File: src/rtl/riscv_ctrl_pkg.sv
// Shared definitions for the multi-cycle RV32 control sequencer and datapath.
// Contents:
//   state_t      - FSM state encoding
//   OPC_*        - major opcodes handled by the sequencer
//   ALUOP_*      - 2-bit alu_op encodings fed to alu_control
//   SRC_A_*, SRC_B_*, PC_SRC_*, IORD_*, WB_* - mux select encodings shared with the datapath
//   ctrl_word_t  - bundle of every control strobe/select driven by the sequencer
//   decode_next  - opcode to post-DECODE state mapping
package riscv_ctrl_pkg;

   typedef enum logic [3:0] {
      S_FETCH   = 4'd0,
      S_DECODE  = 4'd1,
      S_EX_R    = 4'd2,
      S_EX_ADDR = 4'd3,
      S_EX_BR   = 4'd4,
      S_MEM_LD  = 4'd5,
      S_MEM_ST  = 4'd6,
      S_WB_R    = 4'd7,
      S_WB_LD   = 4'd8,
      S_HALT    = 4'd9
   } state_t;

   localparam logic [6:0] OPC_R  = 7'b0110011;
   localparam logic [6:0] OPC_LD = 7'b0000011;
   localparam logic [6:0] OPC_ST = 7'b0100011;
   localparam logic [6:0] OPC_BR = 7'b1100011;

   localparam logic [1:0] ALUOP_ADD   = 2'b00;
   localparam logic [1:0] ALUOP_SUB   = 2'b01;
   localparam logic [1:0] ALUOP_FUNCT = 2'b10;

   localparam logic [1:0] SRC_A_PC    = 2'b00;
   localparam logic [1:0] SRC_A_RS1   = 2'b01;
   localparam logic [1:0] SRC_A_OLDPC = 2'b10;

   localparam logic [1:0] SRC_B_RS2  = 2'b00;
   localparam logic [1:0] SRC_B_FOUR = 2'b01;
   localparam logic [1:0] SRC_B_IMM  = 2'b10;

   localparam logic PC_SRC_ALU    = 1'b0;
   localparam logic PC_SRC_ALUOUT = 1'b1;
   localparam logic IORD_PC       = 1'b0;
   localparam logic IORD_ALUOUT   = 1'b1;
   localparam logic WB_ALUOUT     = 1'b0;
   localparam logic WB_MDR        = 1'b1;

   typedef struct packed {
      logic       mem_read;
      logic       mem_write;
      logic       iord;
      logic       ir_write;
      logic       pc_write;
      logic       pc_write_br;
      logic       pc_src;
      logic [1:0] alu_src_a;
      logic [1:0] alu_src_b;
      logic [1:0] alu_op;
      logic       reg_write;
      logic       mem_to_reg;
   } ctrl_word_t;

   // Loads and stores share the address-calculation state; anything unknown halts.
   function automatic state_t decode_next(input logic [6:0] opc);
      state_t nxt;
      case (opc)
         OPC_R:          nxt = S_EX_R;
         OPC_LD, OPC_ST: nxt = S_EX_ADDR;
         OPC_BR:         nxt = S_EX_BR;
         default:        nxt = S_HALT;
      endcase
      return nxt;
   endfunction

endpackage

File: src/rtl/multicycle_ctrl_outdec.sv
// Pure combinational state -> control-word decoder for the multi-cycle sequencer.
// Ports:
//   state     in   current FSM state
//   mem_ready in   memory handshake; only qualifies ir_write/pc_write in FETCH
//   ctrl      out  full control word (all fields 0 unless the state sets them)
module multicycle_ctrl_outdec
   import riscv_ctrl_pkg::*;
(
   input  state_t     state,
   input  logic       mem_ready,
   output ctrl_word_t ctrl
);

   // Moore decode of the control word; every field defaults to 0 (alu_op = add).
   always_comb begin
      ctrl = '0;
      case (state)
         S_FETCH: begin
            ctrl.mem_read  = 1'b1;
            ctrl.iord      = IORD_PC;
            ctrl.alu_src_a = SRC_A_PC;
            ctrl.alu_src_b = SRC_B_FOUR;
            ctrl.alu_op    = ALUOP_ADD;
            ctrl.pc_src    = PC_SRC_ALU;
            // IR and PC only latch on the cycle the fetch completes.
            ctrl.ir_write  = mem_ready;
            ctrl.pc_write  = mem_ready;
         end
         S_DECODE: begin
            ctrl.alu_src_a = SRC_A_OLDPC;
            ctrl.alu_src_b = SRC_B_IMM;
            ctrl.alu_op    = ALUOP_ADD;
         end
         S_EX_R: begin
            ctrl.alu_src_a = SRC_A_RS1;
            ctrl.alu_src_b = SRC_B_RS2;
            ctrl.alu_op    = ALUOP_FUNCT;
         end
         S_WB_R: begin
            ctrl.reg_write  = 1'b1;
            ctrl.mem_to_reg = WB_ALUOUT;
         end
         S_EX_ADDR: begin
            ctrl.alu_src_a = SRC_A_RS1;
            ctrl.alu_src_b = SRC_B_IMM;
            ctrl.alu_op    = ALUOP_ADD;
         end
         S_MEM_LD: begin
            ctrl.mem_read = 1'b1;
            ctrl.iord     = IORD_ALUOUT;
         end
         S_WB_LD: begin
            ctrl.reg_write  = 1'b1;
            ctrl.mem_to_reg = WB_MDR;
         end
         S_MEM_ST: begin
            ctrl.mem_write = 1'b1;
            ctrl.iord      = IORD_ALUOUT;
         end
         S_EX_BR: begin
            // Datapath ANDs pc_write_br with zero, so the branch is taken iff rs1 == rs2.
            ctrl.alu_src_a   = SRC_A_RS1;
            ctrl.alu_src_b   = SRC_B_RS2;
            ctrl.alu_op      = ALUOP_SUB;
            ctrl.pc_write_br = 1'b1;
            ctrl.pc_src      = PC_SRC_ALUOUT;
         end
         S_HALT:  ctrl = '0;
         default: ctrl = '0;
      endcase
   end

endmodule

File: src/rtl/multicycle_ctrl_fsm.sv
// Main control sequencer for the multi-cycle RV32 datapath (R-type, LW, SW, BEQ).
// Ports:
//   clk, rst_n          clock and synchronous active-low reset
//   instr               instruction register (opcode used from DECODE on)
//   zero                ALU zero flag (consumed by the datapath via pc_write_br)
//   mem_ready           current memory request completes this cycle
//   mem_read/mem_write  memory request strobes
//   iord, ir_write, pc_write, pc_write_br, pc_src, alu_src_a, alu_src_b, alu_op,
//   reg_write, mem_to_reg  datapath controls
//   illegal             sticky illegal-opcode flag
//   retired             retired-instruction counter, wraps modulo 2^CNT_W
module multicycle_ctrl_fsm
   import riscv_ctrl_pkg::*;
#(
   parameter int CNT_W = 32
) (
   input  logic             clk,
   input  logic             rst_n,
   input  logic [31:0]      instr,
   input  logic             zero,
   input  logic             mem_ready,
   output logic             mem_read,
   output logic             mem_write,
   output logic             iord,
   output logic             ir_write,
   output logic             pc_write,
   output logic             pc_write_br,
   output logic             pc_src,
   output logic [1:0]       alu_src_a,
   output logic [1:0]       alu_src_b,
   output logic [1:0]       alu_op,
   output logic             reg_write,
   output logic             mem_to_reg,
   output logic             illegal,
   output logic [CNT_W-1:0] retired
);

   state_t           state_r;
   state_t           next_state_s;
   logic             illegal_r;
   logic [CNT_W-1:0] retired_r;
   logic             retire_s;
   ctrl_word_t       dec_s;
   ctrl_word_t       ctrl_s;

   // Only the opcode steers the sequencer; zero is applied by the datapath.
   logic unused_s;
   assign unused_s = ^{instr[31:7], zero};

   multicycle_ctrl_outdec u_outdec (
      .state     (state_r),
      .mem_ready (mem_ready),
      .ctrl      (dec_s)
   );

   // Force every strobe low while reset is held so an in-flight access is aborted.
   always_comb begin
      if (!rst_n) begin
         ctrl_s = '0;
      end else begin
         ctrl_s = dec_s;
      end
   end

   assign mem_read    = ctrl_s.mem_read;
   assign mem_write   = ctrl_s.mem_write;
   assign iord        = ctrl_s.iord;
   assign ir_write    = ctrl_s.ir_write;
   assign pc_write    = ctrl_s.pc_write;
   assign pc_write_br = ctrl_s.pc_write_br;
   assign pc_src      = ctrl_s.pc_src;
   assign alu_src_a   = ctrl_s.alu_src_a;
   assign alu_src_b   = ctrl_s.alu_src_b;
   assign alu_op      = ctrl_s.alu_op;
   assign reg_write   = ctrl_s.reg_write;
   assign mem_to_reg  = ctrl_s.mem_to_reg;
   assign illegal     = illegal_r;
   assign retired     = retired_r;

   // Next-state logic and the final-cycle-of-instruction (retire) indicator.
   always_comb begin
      next_state_s = S_FETCH;
      retire_s     = 1'b0;
      case (state_r)
         S_FETCH:   next_state_s = mem_ready ? S_DECODE : S_FETCH;
         S_DECODE:  next_state_s = decode_next(instr[6:0]);
         S_EX_R:    next_state_s = S_WB_R;
         S_WB_R: begin
            next_state_s = S_FETCH;
            retire_s     = 1'b1;
         end
         // Opcode bit 5 separates store (0100011) from load (0000011).
         S_EX_ADDR: next_state_s = instr[5] ? S_MEM_ST : S_MEM_LD;
         S_MEM_LD:  next_state_s = mem_ready ? S_WB_LD : S_MEM_LD;
         S_WB_LD: begin
            next_state_s = S_FETCH;
            retire_s     = 1'b1;
         end
         S_MEM_ST: begin
            next_state_s = mem_ready ? S_FETCH : S_MEM_ST;
            retire_s     = mem_ready;
         end
         S_EX_BR: begin
            next_state_s = S_FETCH;
            retire_s     = 1'b1;
         end
         S_HALT:    next_state_s = S_HALT;
         default:   next_state_s = S_FETCH;
      endcase
   end

   // State register, sticky illegal flag and retired counter.
   always_ff @(posedge clk) begin
      if (!rst_n) begin
         state_r   <= S_FETCH;
         illegal_r <= 1'b0;
         retired_r <= '0;
      end else begin
         state_r <= next_state_s;
         if (next_state_s == S_HALT) begin
            illegal_r <= 1'b1;
         end else begin
            illegal_r <= illegal_r;
         end
         if (retire_s) begin
            retired_r <= retired_r + {{(CNT_W-1){1'b0}}, 1'b1};
         end else begin
            retired_r <= retired_r;
         end
      end
   end

endmodule

File: config.mk
export PLATFORM = sky130hd
export DESIGN_NAME = multicycle_ctrl_fsm
export DESIGN_NICKNAME = d
export VERILOG_FILES = /design/src/rtl/riscv_ctrl_pkg.sv /design/src/rtl/multicycle_ctrl_outdec.sv /design/src/rtl/multicycle_ctrl_fsm.sv
export SDC_FILE = /design/constraint.sdc
export NUM_CORES = 1
export LEC_CHECK = 0
export ABC_AREA = 1
export BUFFER_PORTS_ARGS = -buffer_cell sky130_fd_sc_hd__buf_2
export CAP_MARGIN = 20
export CORE_ASPECT_RATIO = 1.5
export CORE_MARGIN = 5
export CORE_UTILIZATION = 54
export DETAILED_ROUTE_END_ITERATION = 7
export PLACE_DENSITY_LB_ADDON = 0.25
export SLEW_MARGIN = 20
export SYNTH_ARGS = -nofsm -noshare
export SYNTH_HDL_FRONTEND = slang
export SYNTH_SLANG_ARGS = --single-unit
File: constraint.sdc
create_clock -name clk -period 4.8 [get_ports clk]
set_clock_uncertainty 0.15 [all_clocks]
set_input_delay 0.24 -clock clk [delete_from_list [all_inputs] [get_ports clk]]
set_output_delay 0.24 -clock clk [all_outputs]
set_load 0.05 [all_outputs]
==> results by group, run 1 <==
Outcome
  – Outcome: complete, no violations

Route
  – Post-route DRC violation count: 0
  – Iteration-0 DRC count of the detailed router: 173
  – Via count of the routed design: 2702
  – Number of nets still failing antenna checks after routing: 0
  – Post-DR wirelength/cell: 12.4 um
  – Vias per cell: 5.20
  – Routed Wire Length: 6430 um
  – Router iterations before antenna repair: 5

Synth
  – FF+latch count, synth: 37
  – Most used DFF post-synth: sky130_fd_sc_hd__dfxtp_1
  – Top cells by area in the synthesized netlist: sky130_fd_sc_hd__dfxtp_1, sky130_fd_sc_hd__nand2_1, sky130_fd_sc_hd__nor2_1, sky130_fd_sc_hd__inv_1, sky130_fd_sc_hd__a21oi_1
  – Post-synthesis mux area share: 0
  – Top-count cell post-synth: sky130_fd_sc_hd__nand2_1
  – Xor-xnor portion of the synthesized cell area: 0.0324
  – Top-area cell type share of the netlist area: 0.305
  – Syn Nets: 457
  – Post-synthesis instance total: 420
  – Count of cell types in the netlist: 24
  – Share of synthesized area occupied by flip-flops and latches: 0.305
  – Number of synthesized flops with an enable pin: 0
  – Cell type contributing the most total cell area after synthesis: sky130_fd_sc_hd__dfxtp_1
  – Mean instance size in the synthesized netlist: 5.79 um2
  – Async set-reset flop share out of synthesis: 0
  – Adder and majority cell fraction of the synthesized area: 0.00515
  – Mapped cell area: 2430 um2
  – Simple-gate share of the synthesized area: 0.450
  – Post-synthesis compound-gate area fraction: 0.100
  – Yosys warns: 0
  – Most numerous cell types in the synthesized netlist: sky130_fd_sc_hd__nand2_1, sky130_fd_sc_hd__nor2_1, sky130_fd_sc_hd__inv_1
  – Combinational family with the most area after synthesis: simple AND/OR/NAND/NOR gates

CTS
  – Clk slew on worst S/H paths: 0.07 ns
  – Clock latency at the later pin of the worst-skew pair: 0.29 ns
  – Number of clock sinks seen by CTS: 37
  – Count of hold-fix buffers inserted at cts: 0
  – Number of instances resized during post-cts repair: 0
  – Htree depth: 2
  – TritonCTS Buffers: 5
  – Buffer levels on the longest clock path: 2
  – Clock tree from TritonCTS: done
  – Post-CTS setup buffer count: 0
  – Master cell of the clock root buffer: sky130_fd_sc_hd__clkbuf_8

Worst hold path
  – Worst hold path type: in -> reg

Global routing
  – Maximum number of pins on one net before global-route repair: 39
  – GRT Residual Overflow: 0
  – Initial antenna violation count: 0
  – Number of global-route vias before repair: 2497
  – Wire length of the first global-routing pass: 10800 um
  – GRT Util Overall: 0.225

Layout
  – Share of post-route cells with drive strength above 1: 0.159
  – Area grow syn2layout: 14.1%
  – Ant. Diodes: 0
  – Net count, final: 510
  – End-of-flow core utilization: 0.626
  – Fin area: 2770 um2
  – Fill cell count: 449

Critical path
  – Kind of start point of the critical path: input pin
  – End point of the critical path: alu_src_b[1]
  – Data arrival time at the worst-slack endpoint: 2.10 ns
  – Crit path required time: 4.41 ns
  – Setup slack, reg-to-reg: 2.52 ns
  – CP startpoint: rst_n
  – Depth of the worst register-to-register path: 7
  – Critical R2R Launch: state_r[0]
  – Kind of end point of the critical path: output pin
  – Type of the worst setup path: in -> out
  – Highest net fanout along the worst path: 36
  – Reg2reg end: retired[2]

Placement
  – Detailed Place HPWL: 4900 um
  – Final GP Congestion: 0.943
  – Placed instance area: 2700 um2
  – Buffers on Ports: 57

Floorplan
  – Number of primary I/O pins: 84
  – Die width: 64.8 um
  – Starting utilization of the core area: 0.549
  – Cell row count: 30
  – Vertical die dimension: 92.2 um
  – Area of the core region: 4430 um2
  – Overall die area: 5970 um2

Timing
  – Relative max-transition margin: 0.341
  – Final period utilization: 0.519
  – Final hold viol count: 0
  – Unrepaired setup endpoints after global routing: no
  – Clock period minus final worst setup slack: 2.49 ns
  – Setup-violating endpoint count in the final report: 0
  – Timing-limited maximum frequency: 402 MHz
  – Hold WS: 0.168 ns
  – Slew Viols, Final: 0
  – Total negative setup slack: 0 ns
  – Transition time at the pin with the least slew margin: 0.982 ns

Power and ir drop
  – Power density normalized to cell area: 225 nW/um2
  – Overall power: 0.622 mW
  – Peak supply drop: 0.000122 V
  – Static power due to leakage: 1.23 nW

Flow run
  – Number of max-cap violations: 0
-- cell families (layout without fill, tap and decap cells) --
logic type / after synthesis / count (layout)
buffers and inverters: 59 / 111
XOR/XNOR: 9 / 9
adder cells (fa/ha/maj): 1 / 1
flip-flops: 37 / 37
AO/OA/AOI/OAI: 47 / 47
AND/OR/NAND/NOR: 267 / 267
-- cells in the final DEF, fill, tap and decap left out, types with 6 or more instances in the layout --
| cell | count |
|---|---|
| sky130_fd_sc_hd__a21oi_1 | 33 |
| sky130_fd_sc_hd__buf_2 | 57 |
| sky130_fd_sc_hd__dfxtp_1 | 37 |
| sky130_fd_sc_hd__inv_1 | 46 |
| sky130_fd_sc_hd__nand2_1 | 153 |
| sky130_fd_sc_hd__nand3_1 | 21 |
| sky130_fd_sc_hd__nor2_1 | 74 |
| sky130_fd_sc_hd__nor2_2 | 6 |
| sky130_fd_sc_hd__o21ai_0 | 9 |
| sky130_fd_sc_hd__xor2_1 | 7 |
-- flip-flops by register name, indices dropped and copies added (netlist names) --
register / count
state_r: 4
illegal: 1
retired: 32
-- per-stage QoR --
stage	worst slack [ns]	std cells
detailed placement	2.33	514
finish	2.31	520
global placement	2.33	514
CTS	2.33	520
floorplan	2.63	420
global route	2.17	520
-- layer usage --
layer | GRT usage | routed length [um]
met4 | 0.122 | 236
met1 | 0.233 | 2540
met5 | 0 | 0
met3 | 0.0355 | 302
met2 | 0.419 | 3340
-- power by group --
group	leakage [nW]	total, mW	switching, mW	internal, mW
Sequential	0.299	0.318	0.00604	0.312
Combinational	0.887	0.0998	0.0769	0.0228
Clock	0.0399	0.205	0.109	0.0956
Total	1.23	0.622	0.192	0.430
-- final cells by class --
cell class	count	area [um2]	share of cell area
inverters	47	176	0.0636
multi-input cells	324	1430	0.515
clock buffers	5	68.8	0.0248
well taps	48	60.1	0.0217
clock inverters	1	5.00	0.00181
flip-flops and latches	37	741	0.267
repair buffers	58	293	0.106
-- worst min path at each step --
| stage | startpoint | end | slack (ns) | cells past startpoint |
|---|---|---|---|---|
| 2_1_floorplan | rst_n | retired[10] | 0.23 | 2 |
| 3_3_place_gp | illegal | illegal | 0.29 | 2 |
| 3_5_place_dp | illegal | illegal | 0.29 | 2 |
| 4_1_cts | rst_n | retired[8] | 0.16 | 3 |
| 5_1_grt | rst_n | state_r[0] | 0.19 | 3 |
| 6_report | rst_n | retired[8] | 0.17 | 3 |
-- critical path, stage by stage --
cell and delay [ns]:
sky130_fd_sc_hd__buf_2 0.27, sky130_fd_sc_hd__clkinv_1 0.84, sky130_fd_sc_hd__nor3_1 0.42, sky130_fd_sc_hd__buf_2 0.31
Note: power is estimated with default switching activity, not from simulation.
==> run 2, diff against run 1 <==
--- a/config.mk
+++ b/config.mk
@@ -10,7 +10,7 @@
 export CAP_MARGIN = 20
 export CORE_ASPECT_RATIO = 1.5
 export CORE_MARGIN = 5
-export CORE_UTILIZATION = 54
+export CORE_UTILIZATION = 50
 export DETAILED_ROUTE_END_ITERATION = 7
 export PLACE_DENSITY_LB_ADDON = 0.25
 export SLEW_MARGIN = 20
==> constraint.sdc (replaced) <==
create_clock -name clk -period 2.3 [get_ports clk]
set_clock_uncertainty 0.15 [all_clocks]
set_input_delay 0.115 -clock clk [delete_from_list [all_inputs] [get_ports clk]]
set_output_delay 0.115 -clock clk [all_outputs]
set_load 0.05 [all_outputs]
==> results by group, run 2 (synthesized netlist as in run 1, its figures left out) <==
Timing
  – Timing-limited maximum frequency: 526 MHz
  – Transition time at the pin with the least slew margin: 0.616 ns (-0.366 ns)
  – Total negative setup slack: 0 ns (unchanged)
  – Clock period minus final worst setup slack: 1.90 ns
  – Setup-violating endpoint count in the final report: 0 (unchanged)
  – Relative max-transition margin: 0.589 (+0.248)
  – Slew Viols, Final: 0 (unchanged)
  – Final hold viol count: 0 (unchanged)
  – Unrepaired setup endpoints after global routing: no
  – Final period utilization: 0.827

CTS
  – Clk slew on worst S/H paths: 0.08 ns (about the same)
  – Buffer levels on the longest clock path: 2 (unchanged)
  – Number of instances resized during post-cts repair: 0 (unchanged)
  – Number of clock sinks seen by CTS: 37 (unchanged)
  – Htree depth: 2 (unchanged)
  – Count of hold-fix buffers inserted at cts: 0 (unchanged)
  – Master cell of the clock root buffer: sky130_fd_sc_hd__clkbuf_8
  – TritonCTS Buffers: 5 (unchanged)
  – Clock tree from TritonCTS: done
  – Post-CTS setup buffer count: 0 (unchanged)
  – Clock latency at the later pin of the worst-skew pair: 0.29 ns (about the same)

Floorplan
  – Starting utilization of the core area: 0.510 (-0.0393)
  – Die width: 66.9 um (+3.3%)
  – Overall die area: 6390 um2 (+6.9%)
  – Area of the core region: 4770 um2 (+7.7%)
  – Number of primary I/O pins: 84 (unchanged)
  – Vertical die dimension: 95.4 um (+3.5%)
  – Cell row count: 31 (+3.3%)

Critical path
  – Critical path, cell by cell: nor2_1 -> nand2_1 -> nor3_1 -> buf_2
  – Highest net fanout along the worst path: 7 (-81%)
  – Kind of start point of the critical path: flop
  – Crit path required time: 2.04 ns (-2.37 ns)
  – Data arrival time at the worst-slack endpoint: 1.64 ns (-0.46 ns)
  – Peak per-stage delay on the critical path: 0.38 ns (-0.46 ns)
  – Worst-path cell with the longest stage delay: sky130_fd_sc_hd__nor2_1
  – Type of the worst setup path: reg -> out
  – Kind of end point of the critical path: output pin

Route
  – Post-route DRC violation count: 0 (unchanged)
  – Post-DR wirelength/cell: 11.7 um (-5.4%)
  – Router iterations before antenna repair: 4 (-1)
  – Routed Wire Length: 6320 um (-1.6%)
  – Iteration-0 DRC count of the detailed router: 130 (-25%)
  – Vias per cell: 5.06 (-2.7%)
  – Via count of the routed design: 2735 (+1.2%)
  – Number of nets still failing antenna checks after routing: 0 (unchanged)

Layout
  – Net count, final: 512 (+0.39%)
  – Fin area: 2820 um2 (+1.8%)
  – Number of flip-flops in the largest register: 32 (unchanged)
  – Share of post-route cells with drive strength above 1: 0.162 (+0.00321)
  – Most common cell after layout, fill and taps aside: sky130_fd_sc_hd__nand2_1
  – Multi-input gate area in the final layout: 1430 um2 (unchanged)
  – Fill cell count: 525 (+17%)
  – Commonest cells after routing, fill and taps aside: sky130_fd_sc_hd__nand2_1, sky130_fd_sc_hd__nor2_1, sky130_fd_sc_hd__buf_2
  – Ant. Diodes: 0 (unchanged)
  – Area grow syn2layout: 16.1%
  – Sequential standard cell area: 741 um2 (unchanged)

Flow run
  – Number of max-cap violations: 0 (unchanged)

Global routing
  – Number of global-route vias before repair: 2568 (+2.8%)
  – GRT Residual Overflow: 0 (unchanged)
  – GRT Util Overall: 0.217 (-0.00836)
  – Initial antenna violation count: 0 (unchanged)
  – Wire length of the first global-routing pass: 10800 um (+0.25%)
  – Maximum number of pins on one net before global-route repair: 32 (-18%)

Placement
  – Placed instance area: 2740 um2 (+1.4%)
  – Buffers on Ports: 57 (unchanged)
  – Final GP Congestion: 0.898 (-4.8%)
  – Detailed Place HPWL: 4980 um (+1.8%)

Power and ir drop
  – Relative contribution of the clock network to total power: 0.345 (+0.016)
  – Peak supply drop: 0.000227 V (+86%)
  – Static power due to leakage: 1.24 nW (+1.2%)
  – Relative contribution of combinational cells to total power: 0.160 (about the same)
  – Cell internal pwr: 0.940 mW (+120%)
  – Net switching power: 0.398 mW (+110%)
  – Power density normalized to cell area: 474 nW/um2 (+110%)
  – Sequential group share of total power: 0.495 (-0.015)
  – Switching power share of the total: 0.298 (-0.0115)

Worst hold path
  – Worst hold path type: in -> reg

Outcome
  – Outcome: complete, no violations
[run 2: path summary, 6_finish.rpt]
| kind | start | to | slack (ns) | cells past startpoint |
|---|---|---|---|---|
| worst min register to register | illegal | illegal | 0.30 | 2 |
| worst max-delay path | state_r[3] | alu_op[1] | 0.40 | 4 |
| worst min-delay path | rst_n | retired[8] | 0.05 | 3 |
| worst max register to register | retired[0] | retired[18] | 0.41 | 10 |
[run 2: critical path: cells and delay by family, from the launching register on]
family        cells  cell delay [ns]
simple gates      3             0.72
flops             1             0.34
buf+inv           1             0.29
[run 2: layer usage]
metal	vias up	routed length [um]	track usage
li1	1409	-	-
met1	1228	2390	0.215
met2	75	3290	0.403
met3	23	352	0.0448
met4	0	291	0.129
met5	-	0	0
[run 2: final cells by class]
type | count | area share
multi-input combinational | 324 | 0.506
sequential | 37 | 0.262
timing repair buffer | 60 | 0.109
inverter | 47 | 0.0625
clock buffer | 7 | 0.0306
tap | 66 | 0.0293
[run 2: per-stage QoR]
stage	hold slack [ns]	setup WS, ns	utilization	instances	power, mW
2_1_floorplan	0.103	0.213	-	420	0.850
3_3_place_gp	0.289	0.431	0.574	534	0.887
3_5_place_dp	0.292	0.418	0.574	534	0.892
4_1_cts	0.0431	0.392	0.592	541	1.35
5_1_grt	0.0633	0.204	0.592	541	1.39
6_report	0.0491	0.398	0.592	541	1.34
[run 2: power groups by stage]
stage,Combinational (mW),Clock (mW),Sequential [mW]
2_1_floorplan,0.154,0,0.695
3_3_place_gp,0.210,0,0.677
3_5_place_dp,0.215,0,0.677
4_1_cts,0.215,0.473,0.662
5_1_grt,0.233,0.497,0.664
6_report,0.214,0.461,0.663
==> run 3, diff against run 2 <==
--- a/config.mk
+++ b/config.mk
@@ -5,12 +5,12 @@
 export SDC_FILE = /design/constraint.sdc
 export NUM_CORES = 1
 export LEC_CHECK = 0
-export ABC_AREA = 1
+export ABC_AREA = 0
 export BUFFER_PORTS_ARGS = -buffer_cell sky130_fd_sc_hd__buf_2
 export CAP_MARGIN = 20
 export CORE_ASPECT_RATIO = 1.5
 export CORE_MARGIN = 5
-export CORE_UTILIZATION = 50
+export CORE_UTILIZATION = 43
 export DETAILED_ROUTE_END_ITERATION = 7
 export PLACE_DENSITY_LB_ADDON = 0.25
 export SLEW_MARGIN = 20
==> constraint.sdc (replaced) <==
create_clock -name clk -period 1.55 [get_ports clk]
set_clock_uncertainty 0.15 [all_clocks]
set_input_delay 0.0775 -clock clk [delete_from_list [all_inputs] [get_ports clk]]
set_output_delay 0.0775 -clock clk [all_outputs]
set_load 0.05 [all_outputs]
==> results by group, run 3 <==
Layout
  – Commonest cells after routing, fill and taps aside: sky130_fd_sc_hd__buf_4, sky130_fd_sc_hd__buf_2, sky130_fd_sc_hd__buf_6
  – Share of post-route cells with drive strength above 1: 0.623 (+0.461)
  – Fill cell count: 253 (-52%)
  – Most common cell after layout, fill and taps aside: sky130_fd_sc_hd__buf_4
  – Number of flip-flops in the largest register: 32 (unchanged)
  – Area grow syn2layout: 89.4%
  – Net count, final: 429 (-16%)
  – Number of standard cells in the final layout excluding fillers: 441 (-18%)
  – Ant. Diodes: 0 (unchanged)

Floorplan
  – Cell row count: 30 (-3.2%)
  – Number of primary I/O pins: 84 (unchanged)
  – Vertical die dimension: 93.3 um (-2.2%)
  – Starting utilization of the core area: 0.442 (-0.0679)
  – Overall die area: 6110 um2 (-4.2%)
  – Area of the core region: 4500 um2 (-5.6%)
  – Die width: 65.5 um (-2.1%)

Critical path
  – Kind of start point of the critical path: flop
  – Data arrival time at the worst-slack endpoint: 2.20 ns (+0.56 ns)
  – Highest net fanout along the worst path: 7 (unchanged)
  – Crit path required time: 1.62 ns (-0.42 ns)
  – Kind of end point of the critical path: flop
  – Type of the worst setup path: reg -> reg

Global routing
  – Wire length of the first global-routing pass: 11900 um (+10%)
  – Maximum number of pins on one net before global-route repair: 34 (+6.3%)
  – Number of global-route vias before repair: 2644 (+3.0%)
  – Initial antenna violation count: 0 (unchanged)
  – GRT Residual Overflow: 0 (unchanged)
  – GRT Util Overall: 0.252 (+0.0348)

Power and ir drop
  – Overall power: 2.20 mW (+64%)
  – Static power due to leakage: 1.65 nW (+33%)
  – Power density normalized to cell area: 584 nW/um2 (+23%)
  – Peak supply drop: 0.000525 V (+130%)

Synth
  – Number of synthesized flops with an enable pin: 0 (unchanged)
  – FF+latch count, synth: 37 (unchanged)
  – Share of synthesized area occupied by flip-flops and latches: 0.372 (+0.0676)
  – Most used DFF post-synth: sky130_fd_sc_hd__dfxtp_1
  – Syn Nets: 286 (-37%)
  – Mapped cell area: 1990 um2 (-18%)
  – Async set-reset flop share out of synthesis: 0 (unchanged)
  – Top-area cell type share of the netlist area: 0.372 (+0.0676)
  – Top cells by area in the synthesized netlist: sky130_fd_sc_hd__dfxtp_1, sky130_fd_sc_hd__a21oi_1, sky130_fd_sc_hd__nor2_1, sky130_fd_sc_hd__or3_1, sky130_fd_sc_hd__xnor2_1
  – Post-synthesis instance total: 249 (-41%)
  – Yosys warns: 0 (unchanged)
  – Mean instance size in the synthesized netlist: 7.99 um2 (+38%)
  – Most numerous cell types in the synthesized netlist: sky130_fd_sc_hd__dfxtp_1, sky130_fd_sc_hd__nor2_1, sky130_fd_sc_hd__a21oi_1
  – Count of cell types in the netlist: 44 (+83%)
  – Top-count cell post-synth: sky130_fd_sc_hd__dfxtp_1
  – Cell type contributing the most total cell area after synthesis: sky130_fd_sc_hd__dfxtp_1

Route
  – Router iterations before antenna repair: 4 (unchanged)
  – Vias per cell: 5.65 (+12%)
  – Iteration-0 DRC count of the detailed router: 197 (+52%)
  – Routed Wire Length: 7740 um (+22%)
  – Post-DR wirelength/cell: 17.6 um (+50%)
  – Number of nets still failing antenna checks after routing: 0 (unchanged)
  – Post-route DRC violation count: 0 (unchanged)
  – Via count of the routed design: 2493 (-8.8%)

Timing
  – Final hold viol count: 0 (unchanged)
  – Unrepaired setup endpoints after global routing: yes
  – Relative max-transition margin: 0.710 (+0.122)
  – Total negative setup slack: -18.64 ns (-18.64 ns)
  – Clock period minus final worst setup slack: 2.12 ns
  – Final WS setup: -0.575 ns (-0.973 ns)
  – Slew Viols, Final: 0 (unchanged)
  – Final period utilization: 1.37
  – Timing-limited maximum frequency: 471 MHz
  – Hold WS: 0.0814 ns (+0.0322 ns)
  – Transition time at the pin with the least slew margin: 0.431 ns (-0.185 ns)
  – Setup-violating endpoint count in the final report: 51 (+51)

CTS
  – Number of clock sinks seen by CTS: 37 (unchanged)
  – Buffer levels on the longest clock path: 2 (unchanged)
  – Master cell of the clock root buffer: sky130_fd_sc_hd__clkbuf_8
  – Clk slew on worst S/H paths: 0.08 ns (about the same)
  – Clock tree from TritonCTS: done
  – Clock latency at the later pin of the worst-skew pair: 0.29 ns (about the same)
  – TritonCTS Buffers: 5 (unchanged)
  – Htree depth: 2 (unchanged)

Placement
  – Buffers on Ports: 57 (unchanged)
  – Final GP Congestion: 0.834 (-7.2%)
  – Detailed Place HPWL: 4390 um (-12%)
  – Placed instance count: 412 (-23%)

Flow run
  – Number of max-cap violations: 0 (unchanged)

Worst hold path
  – Worst hold path type: in -> reg

Outcome
  – Failing checks: negative setup slack
  – Outcome: finished, violations left
==> run 3: cell count changes after synthesis, moves of 4 or more <==
cell,delta
sky130_fd_sc_hd__nand2_1,-136
sky130_fd_sc_hd__nor2_1,-44
sky130_fd_sc_hd__inv_1,-38
sky130_fd_sc_hd__or3_1,+13
sky130_fd_sc_hd__nand3_1,-10
sky130_fd_sc_hd__xnor2_1,+7
sky130_fd_sc_hd__nor2_2,-6
sky130_fd_sc_hd__a21oi_1,-5
sky130_fd_sc_hd__nor3_1,+5
sky130_fd_sc_hd__o31ai_1,+5
sky130_fd_sc_hd__nand2b_1,+4
sky130_fd_sc_hd__or4_1,+4
==> run 3: logic make-up (layout without fill, tap and decap cells) <==
| group | Yosys count | in the layout | share of synthesized area |
|---|---|---|---|
| flip-flops | 37 | 37 | 0.372 |
| AND/OR/NAND/NOR | 118 | 118 | 0.333 |
| buffers and inverters | 22 | 166 | 0.0503 |
| XOR/XNOR | 18 | 18 | 0.0792 |
| AO/OA/AOI/OAI | 52 | 52 | 0.154 |
| adder cells (fa/ha/maj) | 2 | 2 | 0.0113 |
==> run 3: path summary, 6_finish.rpt <==
path                                 start     endpoint  slack, ns  cells after the start
worst max-delay path            state_r[1]  retired[21]      -0.57                      7
worst min register to register     illegal      illegal       0.33                      1
worst max register to register  state_r[1]  retired[21]      -0.57                      7
worst min-delay path              instr[5]   state_r[2]       0.08                      4
==> run 3: per-layer routing <==
metal  vias up  track usage  share of wire
li1       1169            -              -
met1      1210        0.233           0.35
met2        81        0.474           0.57
met3        33       0.0493          0.040
met4         0        0.176          0.047
met5         -            0              0
==> run 3: where the power goes <==
group / switching [mW] / internal, mW
clock: 0.376 / 0.311
sequential: 0.00860 / 0.941
combinational: 0.308 / 0.254
total: 0.692 / 1.51
==> run 3: critical path, stage by stage, from the launching register on <==
cell,delay (ns)
sky130_fd_sc_hd__dfxtp_2,0.34
sky130_fd_sc_hd__or4b_4,0.55
sky130_fd_sc_hd__o31ai_4,0.09
sky130_fd_sc_hd__buf_6,0.14
sky130_fd_sc_hd__nand4_4,0.10
sky130_fd_sc_hd__buf_6,0.16
sky130_fd_sc_hd__or4_1,0.39
sky130_fd_sc_hd__a21oi_1,0.13
==> run 3: layout make-up <==
type / count / area, um2 / share of cell area
clock buffer: 5 / 68.8 / 0.0183
clock inverter: 3 / 17.5 / 0.00465
multi-input combinational: 190 / 1530 / 0.407
tap: 48 / 60.1 / 0.0159
sequential: 37 / 810 / 0.215
inverter: 9 / 36.3 / 0.00963
timing repair buffer: 149 / 1240 / 0.330
==> run 3: stage by stage <==
stage                util  worst slack, ns  cell area [um2]
detailed placement  0.673           -0.541             3030
global route        0.836           -0.637             3770
floorplan               -           -0.585             2240
finish              0.836           -0.575             3770
global placement    0.673           -0.498             3030
CTS                 0.798           -0.498             3600
==> run 3: repair_timing <==
action | CTS | global route
buffers inserted | 15 | 6
setup endpoints to repair | 49 | 51
hold buffers | 4 | 0
resized for setup | 79 | 46
pin swaps | 19 | 26
gates cloned | 1 | 0
hold endpoints to repair | 3 | 0
